[config.mk]
export PLATFORM = sky130hd
export DESIGN_NAME = noc_packet_injector
export DESIGN_NICKNAME = d
export VERILOG_FILES = /design/src/rtl/noc_packet_injector.sv
export SDC_FILE = /design/constraint.sdc
export NUM_CORES = 1
export LEC_CHECK = 0
export CAP_MARGIN = 10
export CORE_ASPECT_RATIO = 0.7
export CORE_MARGIN = 2
export CORE_UTILIZATION = 50
export CTS_CLUSTER_SIZE = 30
export DETAILED_ROUTE_END_ITERATION = 10
export PLACE_DENSITY_LB_ADDON = 0.1
export SLEW_MARGIN = 20
export SYNTH_ARGS = -nofsm -noshare
export SYNTH_HDL_FRONTEND = slang
export SYNTH_SLANG_ARGS = --single-unit
[constraint.sdc]
create_clock -name CLK -period 2.2 [get_ports CLK]
set_clock_uncertainty 0.15 [all_clocks]
set_input_delay 0.33 -clock CLK [delete_from_list [all_inputs] [get_ports CLK]]
set_output_delay 0.33 -clock CLK [all_outputs]
set_load 0.05 [all_outputs]
[src/rtl/noc_packet_injector.sv]
// rtl/noc_packet_injector.sv - local word FIFO to dual-rail 4-phase NoC flit injector
//
// Purpose: buffers local words {last,dest,data} in a small FIFO and emits them
// as 9-bit dual-rail flits (one header per packet, one payload flit per word)
// using a return-to-zero handshake against an asynchronous router enable.
//
// Ports:
//   CLK        sole clock, rising edge
//   _RESET     asynchronous active-low reset
//   in_valid   local word offered
//   in_ready   registered FIFO-not-full
//   in_dest    destination, taken from the first word of a packet
//   in_data    payload byte
//   in_last    last word of packet
//   out_d1     dual-rail true rails
//   out_d0     dual-rail false rails
//   out_e      router enable (async): 1 = ready for data, 0 = data acknowledged
//   busy       packet in flight or FIFO non-empty
//   pkt_count  packets fully sent; live only with NOC_INJ_PKT_COUNT_EN defined
//
// Optional feature macro: NOC_INJ_PKT_COUNT_EN

module noc_packet_injector #(
  parameter int FIFO_DEPTH  = 4,
  parameter int SYNC_STAGES = 2
) (
  input  logic        CLK,
  input  logic        _RESET,
  input  logic        in_valid,
  output logic        in_ready,
  input  logic [7:0]  in_dest,
  input  logic [7:0]  in_data,
  input  logic        in_last,
  output logic [8:0]  out_d1,
  output logic [8:0]  out_d0,
  input  logic        out_e,
  output logic        busy,
  output logic [15:0] pkt_count
);

  localparam int AW = $clog2(FIFO_DEPTH);
  localparam int CW = AW + 1;

  typedef enum logic [2:0] {
    IDLE, HDR_SET, HDR_RST, PAY_WAIT, PAY_SET, PAY_RST
  } state_t;

  state_t                 state;
  logic [16:0]            mem [FIFO_DEPTH];
  logic [AW-1:0]          wr_ptr;
  logic [AW-1:0]          rd_ptr;
  logic [CW-1:0]          count;
  logic [CW-1:0]          count_next;
  logic                   push;
  logic                   pop;
  logic                   empty;
  logic [16:0]            head;
  logic [SYNC_STAGES-1:0] sync;
  logic                   e_sync;
  logic                   cur_last;

  assign empty  = (count == '0);
  assign push   = in_valid && in_ready;
  // The payload word leaves the FIFO only once the receiver has acknowledged it.
  assign pop    = (state == PAY_SET) && !e_sync;
  assign head   = mem[rd_ptr];
  assign e_sync = sync[SYNC_STAGES-1];
  assign busy   = (state != IDLE) || !empty;

  always_comb begin
    count_next = count;
    case ({push, pop})
      2'b10:   count_next = count + CW'(1);
      2'b01:   count_next = count - CW'(1);
      default: count_next = count;
    endcase
  end

  // Storage has no reset; validity is tracked by count.
  always_ff @(posedge CLK) begin
    if (push) mem[wr_ptr] <= {in_last, in_dest, in_data};
  end

  // in_ready reflects fullness after this cycle's push/pop, so a pop in a full
  // cycle does not let a simultaneous push through.
  always_ff @(posedge CLK or negedge _RESET) begin
    if (!_RESET) begin
      wr_ptr   <= '0;
      rd_ptr   <= '0;
      count    <= '0;
      in_ready <= 1'b0;
    end else begin
      if (push) wr_ptr <= wr_ptr + AW'(1);
      if (pop)  rd_ptr <= rd_ptr + AW'(1);
      count    <= count_next;
      in_ready <= (count_next != CW'(FIFO_DEPTH));
    end
  end

  always_ff @(posedge CLK or negedge _RESET) begin
    if (!_RESET) sync <= '0;
    else         sync <= {sync[SYNC_STAGES-2:0], out_e};
  end

  // Rails are registered and only loaded on entry to a SET state, so they hold
  // steady for the whole SET phase and drop to neutral on entry to RST.
  always_ff @(posedge CLK or negedge _RESET) begin
    if (!_RESET) begin
      state    <= IDLE;
      out_d1   <= '0;
      out_d0   <= '0;
      cur_last <= 1'b0;
    end else begin
      case (state)
        IDLE: begin
          if (!empty && e_sync) begin
            state  <= HDR_SET;
            out_d1 <= {1'b1, head[15:8]};
            out_d0 <= ~{1'b1, head[15:8]};
          end
        end
        HDR_SET: begin
          if (!e_sync) begin
            state  <= HDR_RST;
            out_d1 <= '0;
            out_d0 <= '0;
          end
        end
        HDR_RST: begin
          if (e_sync) state <= PAY_WAIT;
        end
        PAY_WAIT: begin
          if (!empty) begin
            state    <= PAY_SET;
            out_d1   <= {1'b0, head[7:0]};
            out_d0   <= ~{1'b0, head[7:0]};
            cur_last <= head[16];
          end
        end
        PAY_SET: begin
          if (!e_sync) begin
            state  <= PAY_RST;
            out_d1 <= '0;
            out_d0 <= '0;
          end
        end
        PAY_RST: begin
          if (e_sync) state <= cur_last ? IDLE : PAY_WAIT;
        end
        default: begin
          state  <= IDLE;
          out_d1 <= '0;
          out_d0 <= '0;
        end
      endcase
    end
  end

`ifdef NOC_INJ_PKT_COUNT_EN
  always_ff @(posedge CLK or negedge _RESET) begin
    if (!_RESET) begin
      pkt_count <= '0;
    end else if (state == PAY_RST && e_sync && cur_last) begin
      pkt_count <= pkt_count + 16'd1;
    end
  end
`else
  assign pkt_count = '0;
`endif

endmodule

# After elaboration in Yosys (flattened, before gate mapping)
# Memories as Yosys holds them, arrays and structs flattened.
# Index checks and enable logic that the tools add are counted.
[classes]
muxes = 18
div_mod_pow = 0
shifts = 0
n_eq_ne = 15
bitwise = 4
n_lt_le_gt_ge = 0
mul = 0
addsub = 4
n_reduce_logical = 14
[ops]
columns = ["cell", "count"]
rows = [
  ["$pmux 9 s4", 2],
  ["$mux 9", 5],
  ["$mux 3", 6],
  ["$pmux 3 s6", 1],
  ["$ne 2x2->1 const B", 7],
  ["$not 8->9", 1],
  ["$not 9->9", 1],
  ["$eq 3x2->1 const B", 2],
  ["$eq 3x3->1 const B", 2],
  ["$logic_not 3->1", 2],
  ["$pmux 3 s2", 1],
  ["$reduce_and 6->1", 1],
  ["$add 2x1->2 const B", 2],
  ["$reduce_and 4->1", 1],
  ["$reduce_or 2->1", 2],
  ["$add 3x1->3 const B", 1],
  ["$eq 3x1->1 const B", 1],
  ["$logic_and 1x1->1", 3],
  ["$ne 3x3->1 const B", 1],
  ["$reduce_bool 3->1", 1],
  ["$sub 3x1->3 const B", 1],
  ["$eq 2x1->1 const B", 1],
  ["$eq 2x2->1 const B", 1],
  ["$logic_not 1->1", 2],
  ["other kinds (5)", 7],
]
[word_totals]
elab_cells = 65
input_bits = 21
regBits = 32
out_inout_bits = 36
n_memories = 1
romBits = 0
latch_bits = 0
mem_bits_rw = 68
[mem_list]
columns = ["name", "words", "width", "rd", "rd_ports_with_merged_regs", "wr", "line", "text"]
rows = [
  ["mem", 4, 17, 1, 0, 1, "49", "logic [16:0] mem [FIFO_DEPTH];"],
]

# Longest topological paths before layout
[depth]
depth_word = 5
depth_mapped = 10
depth_no_buf = 9

# Least setup slack after synthesis
# No wires, ideal clock.
[synth_timing]
kind = "register -> register"
start = "register state[1]"
end = "register in_ready"
setup_time_ns = 0.124
period_less_slack_ns = 2.391
n_path_buf = 1
slack_ns = -0.191
path_stages_with_launch = 11
t_required_ns = 1.926
arrival_time_ns = 2.117
path_cell_list = "dfrtp_1 > buf_2 > nand2b_1 > nor3_1 > ha_1 > inv_1 > fa_1 > xor2_1 > nor2_1 > xor2_1 > nand2_1"
[synth_via]
elab_chain_cells = 5
word_cells_on_any_way = 6
[synth_lines]
columns = ["element", "line", "text"]
rows = [
  ["start, declared", "48", "state_t state;"],
  ["start signal, assigned", "148", "if (e_sync) state <= cur_last ? IDLE : PAY_WAIT;"],
  ["$eq 3x3->1 (*)", "65", "assign pop = (state == PAY_SET) && !e_sync;"],
  ["$logic_and 1x1->1 (*)", "65", ""],
  ["$eq 2x1->1 or $eq 2x2->1 (tied branches)", "72", "case ({push, pop})"],
  ["$pmux 3 s2 (*)", "72", ""],
  ["named net count_next[2]", "53", "logic [CW-1:0] count_next;"],
  ["$ne 3x3->1 (*)", "96", "in_ready <= (count_next != CW'(FIFO_DEPTH));"],
  ["end signal, assigned", "96", ""],
  ["end, declared", "30", "output logic in_ready,"],
]
# Mark *: on every way through the listed nets, which the timed path passes. The rest lies on a longest branch.
# A chain may end at the register's enable or synchronous reset.

# Worst setup path in the final report
[layout_timing]
start = "register in_ready"
end = "output in_ready"
# No word-level cell between the ends.

==> results by group <==
Run status
  – Status: finished, final reports clean

Cells and area
  – Nets: 388
  – Register cell area after layout: 2850 um2
  – Final core utilization: 63.7%
  – Diodes inserted: 0
  – Layout Cells excl Fill: 486
  – Final instance area: 5450 um2
  – Synth-to-layout area growth: 22.2%
  – Area of the multi-input gates: 1430 um2
  – Proportion of layout cells with a drive suffix above 1: 23.5%
  – Fill cells: 677

Synthesis
  – Syn. warnings: 0
  – FF+latch count, synth: 100
  – Seq/Total Area, Yosys: 63.8%
  – EDFF count, synth: 68
  – Ys flop type: edfxtp_1
  – Count leader, synth: edfxtp_1
  – Top cell type by total area after synthesis: edfxtp_1
  – Synth unique cells: 50
  – Ranking of synthesized cells by area: edfxtp_1 46%, dfrtp_1 18%, mux2i_1 5.6%, mux2_2 4.8%, buf_4 3.0%
  – Commonest cells post-synth: 68 x edfxtp_1, 32 x dfrtp_1, 25 x mux2i_1, 19 x mux2_2, 18 x buf_4
  – Cells after synthesis: 296
  – Post-Syn Area: 4460 um2
  – Post-synth top area share: 45.8%
  – Syn Area/Cell: 15.1 um2
  – Synth async-reset ratio: 32.0%

Clocking
  – Max Root-Sink Buffers: 2
  – Sink Count: 100
  – Clock slew at reported path FFs: 0.06 ns
  – # H-tree levels: 3
  – Clock Tree Root: clkbuf_16
  – CTS tree: done
  – Total CTS buffers: 9
  – Hold_buf cts: 0
  – Worst skew pair latency: 0.34 ns

Hold path
  – HP Class: reg -> reg
  – Hold endpoint: sync[1]
  – HP Start: sync[0]
  – Hold path depth: 0

Floorplan
  – Die H: 83.0 um
  – Number of I/O pins: 57
  – Starting Density: 52.1%
  – DIE WIDTH: 117 um
  – DIE AREA: 9700 um2
  – Core Region: 8550 um2
  – Site Rows: 28

STA
  – Final period utilization: 95.5%
  – Final hold slack: 0.199 ns
  – Max transition margin: 64.0%
  – Fmax: 476 MHz
  – Fin. Hold Viols: 0
  – Worst Max-Slew Pin Slew: 0.539 ns
  – Final setup vio count: 0
  – Post-route minimum period: 2.10 ns
  – Setup ws final: 0.0983 ns
  – Setup TNS: 0 ns
  – Max Slew Vio Count: 0

Setup path
  – Crit path required time: 1.72 ns
  – Type of origin of the critical path: flop
  – Reg2reg start: sync[1]
  – Internal reg-to-reg setup slack: 0.14 ns
  – WS Path Type: reg -> out
  – Data arrival, critical path: 1.62 ns
  – Top delay family on crit path: buffers and inverters
  – Worst-case reg-to-reg path depth: 8
  – Max Fanout on Critical Path: 6
  – Crit path cell chain: clkdlybuf4s50_1
  – R2R Path End: in_ready
  – Max incr delay on CP: 0.84 ns
  – Crit. End Element: output port
  – WP buf/inv: 1
  – Slowest stage cell, crit path: clkdlybuf4s50_1

Placed design
  – Post-DP HPWL: 6020 um
  – Pre-CTS worst setup slack: -0.0354 ns
  – GP Congestion: 0.771
  – Placed Instance Area: 5140 um2
  – PortBufs: 40
  – Cell count after placement: 466

Route
  – DR vias: 2626
  – Wirelength, routed: 8900 um
  – Via/cell ratio: 5.40
  – # DRC: 0
  – WL per Instance: 18.3 um
  – TritonRoute pass-1 iters: 4
  – DRT antenna net count: 0
  – Initial DRC count: 147

Pwr
  – Leak Pwr: 2.08 nW
  – Peak VDD IR: 0.000546 V
  – Power Density: 1400 nW/um2
  – Overall power: 7.64 mW

Global route
  – M1 GR Usage: 30.4%
  – Antenna violations before repair: 0
  – First-pass GRT wire length: 14100 um
  – Total GRT Usage: 19.7%
  – GR Util met3: 5.33%
  – Largest net degree at the start of global routing: 33
  – M2 GR Usage: 27.3%
  – GRT busiest layer: met1
  – GRT overflow: 0
  – Vias in the first global route: 2546

Flow run
  – Max cap viols: 0
## state kept, by name, indices dropped and copies added, names as in the netlist
signal / count
mem: 68
out_d0: 9
out_d1: 9
count: 3
state: 3
rd_ptr: 2
sync: 2
wr_ptr: 2
cur_last: 1
in_ready: 1
## final cells by class
| type | count | share of cell area [%] |
|---|---|---|
| Clock buffer | 9 | 4.14 |
| Clock inverter | 7 | 0.758 |
| Inverter | 14 | 0.965 |
| Multi-Input combinational cell | 166 | 26.3 |
| Sequential cell | 100 | 52.3 |
| Tap cell | 120 | 2.76 |
| Timing Repair Buffer | 70 | 12.8 |
## kinds of logic after synthesis
kind of cell             after synthesis  share of synthesized area [%]
other                                  1                         0.0841
XOR/XNOR                               6                           1.18
multiplexers                          52                           12.9
AO/OA/AOI/OAI                         47                           8.45
flip-flops                           100                           63.8
AND/OR/NAND/NOR                       39                           5.73
buffers and inverters                 45                           5.98
adder cells (fa/ha/maj)                6                           1.85
## how the worst max path moves through the flow
| stage | start | to | slack, ns | cells past startpoint |
|---|---|---|---|---|
| after floorplan | state[1] | in_ready | -0.007 | 10 |
| after global routing | state[1] | in_ready | -0.01 | 9 |
| after CTS | in_ready | in_ready | 0.06 | 1 |
| after detailed placement | in_valid | in_ready | -0.04 | 9 |
| final | in_ready | in_ready | 0.1 | 1 |
| after global placement | in_valid | in_ready | 0.01 | 9 |
## power by group
group | leakage (nW) | internal [mW] | switching, mW
clock | 0.128 | 0.758 | 0.647
combinational | 0.935 | 1.54 | 1.95
sequential | 1.02 | 2.51 | 0.235
total | 2.08 | 4.81 | 2.83
## routing by layer
layer,part of all wire [%],vias up
li1,-,1232
met1,50,1300
met2,43,85
met3,5.8,9
met4,1.3,0
met5,0,-
## what timing repair did
action / 4_1_cts / 5_1_grt
gates resized for setup: 1 / 2
setup buffers: 0 / 4
pin swaps: 0 / 2
setup endpoints to repair: 1 / 1
gates cloned: 0 / 0
## layout by cell type, fill, tap and decap left out, types with 3 or more instances in the layout
cell,count
clkbuf_16,9
mux2i_1,25
and3_1,4
mux2_2,19
ha_1,4
mux2_1,4
o22ai_1,9
o221a_2,6
nand2_1,9
dfrtp_1,30
mux2_4,3
clkinv_1,3
xnor2_1,3
xor2_1,3
nor2b_1,3
a221o_1,7
a21oi_1,3
inv_1,14
edfxtp_1,68
clkdlybuf4s50_1,39
nor2_1,5
buf_12,6
buf_4,25
conb_1,16
a22oi_1,8
Note: power is estimated with default switching activity, not from simulation.
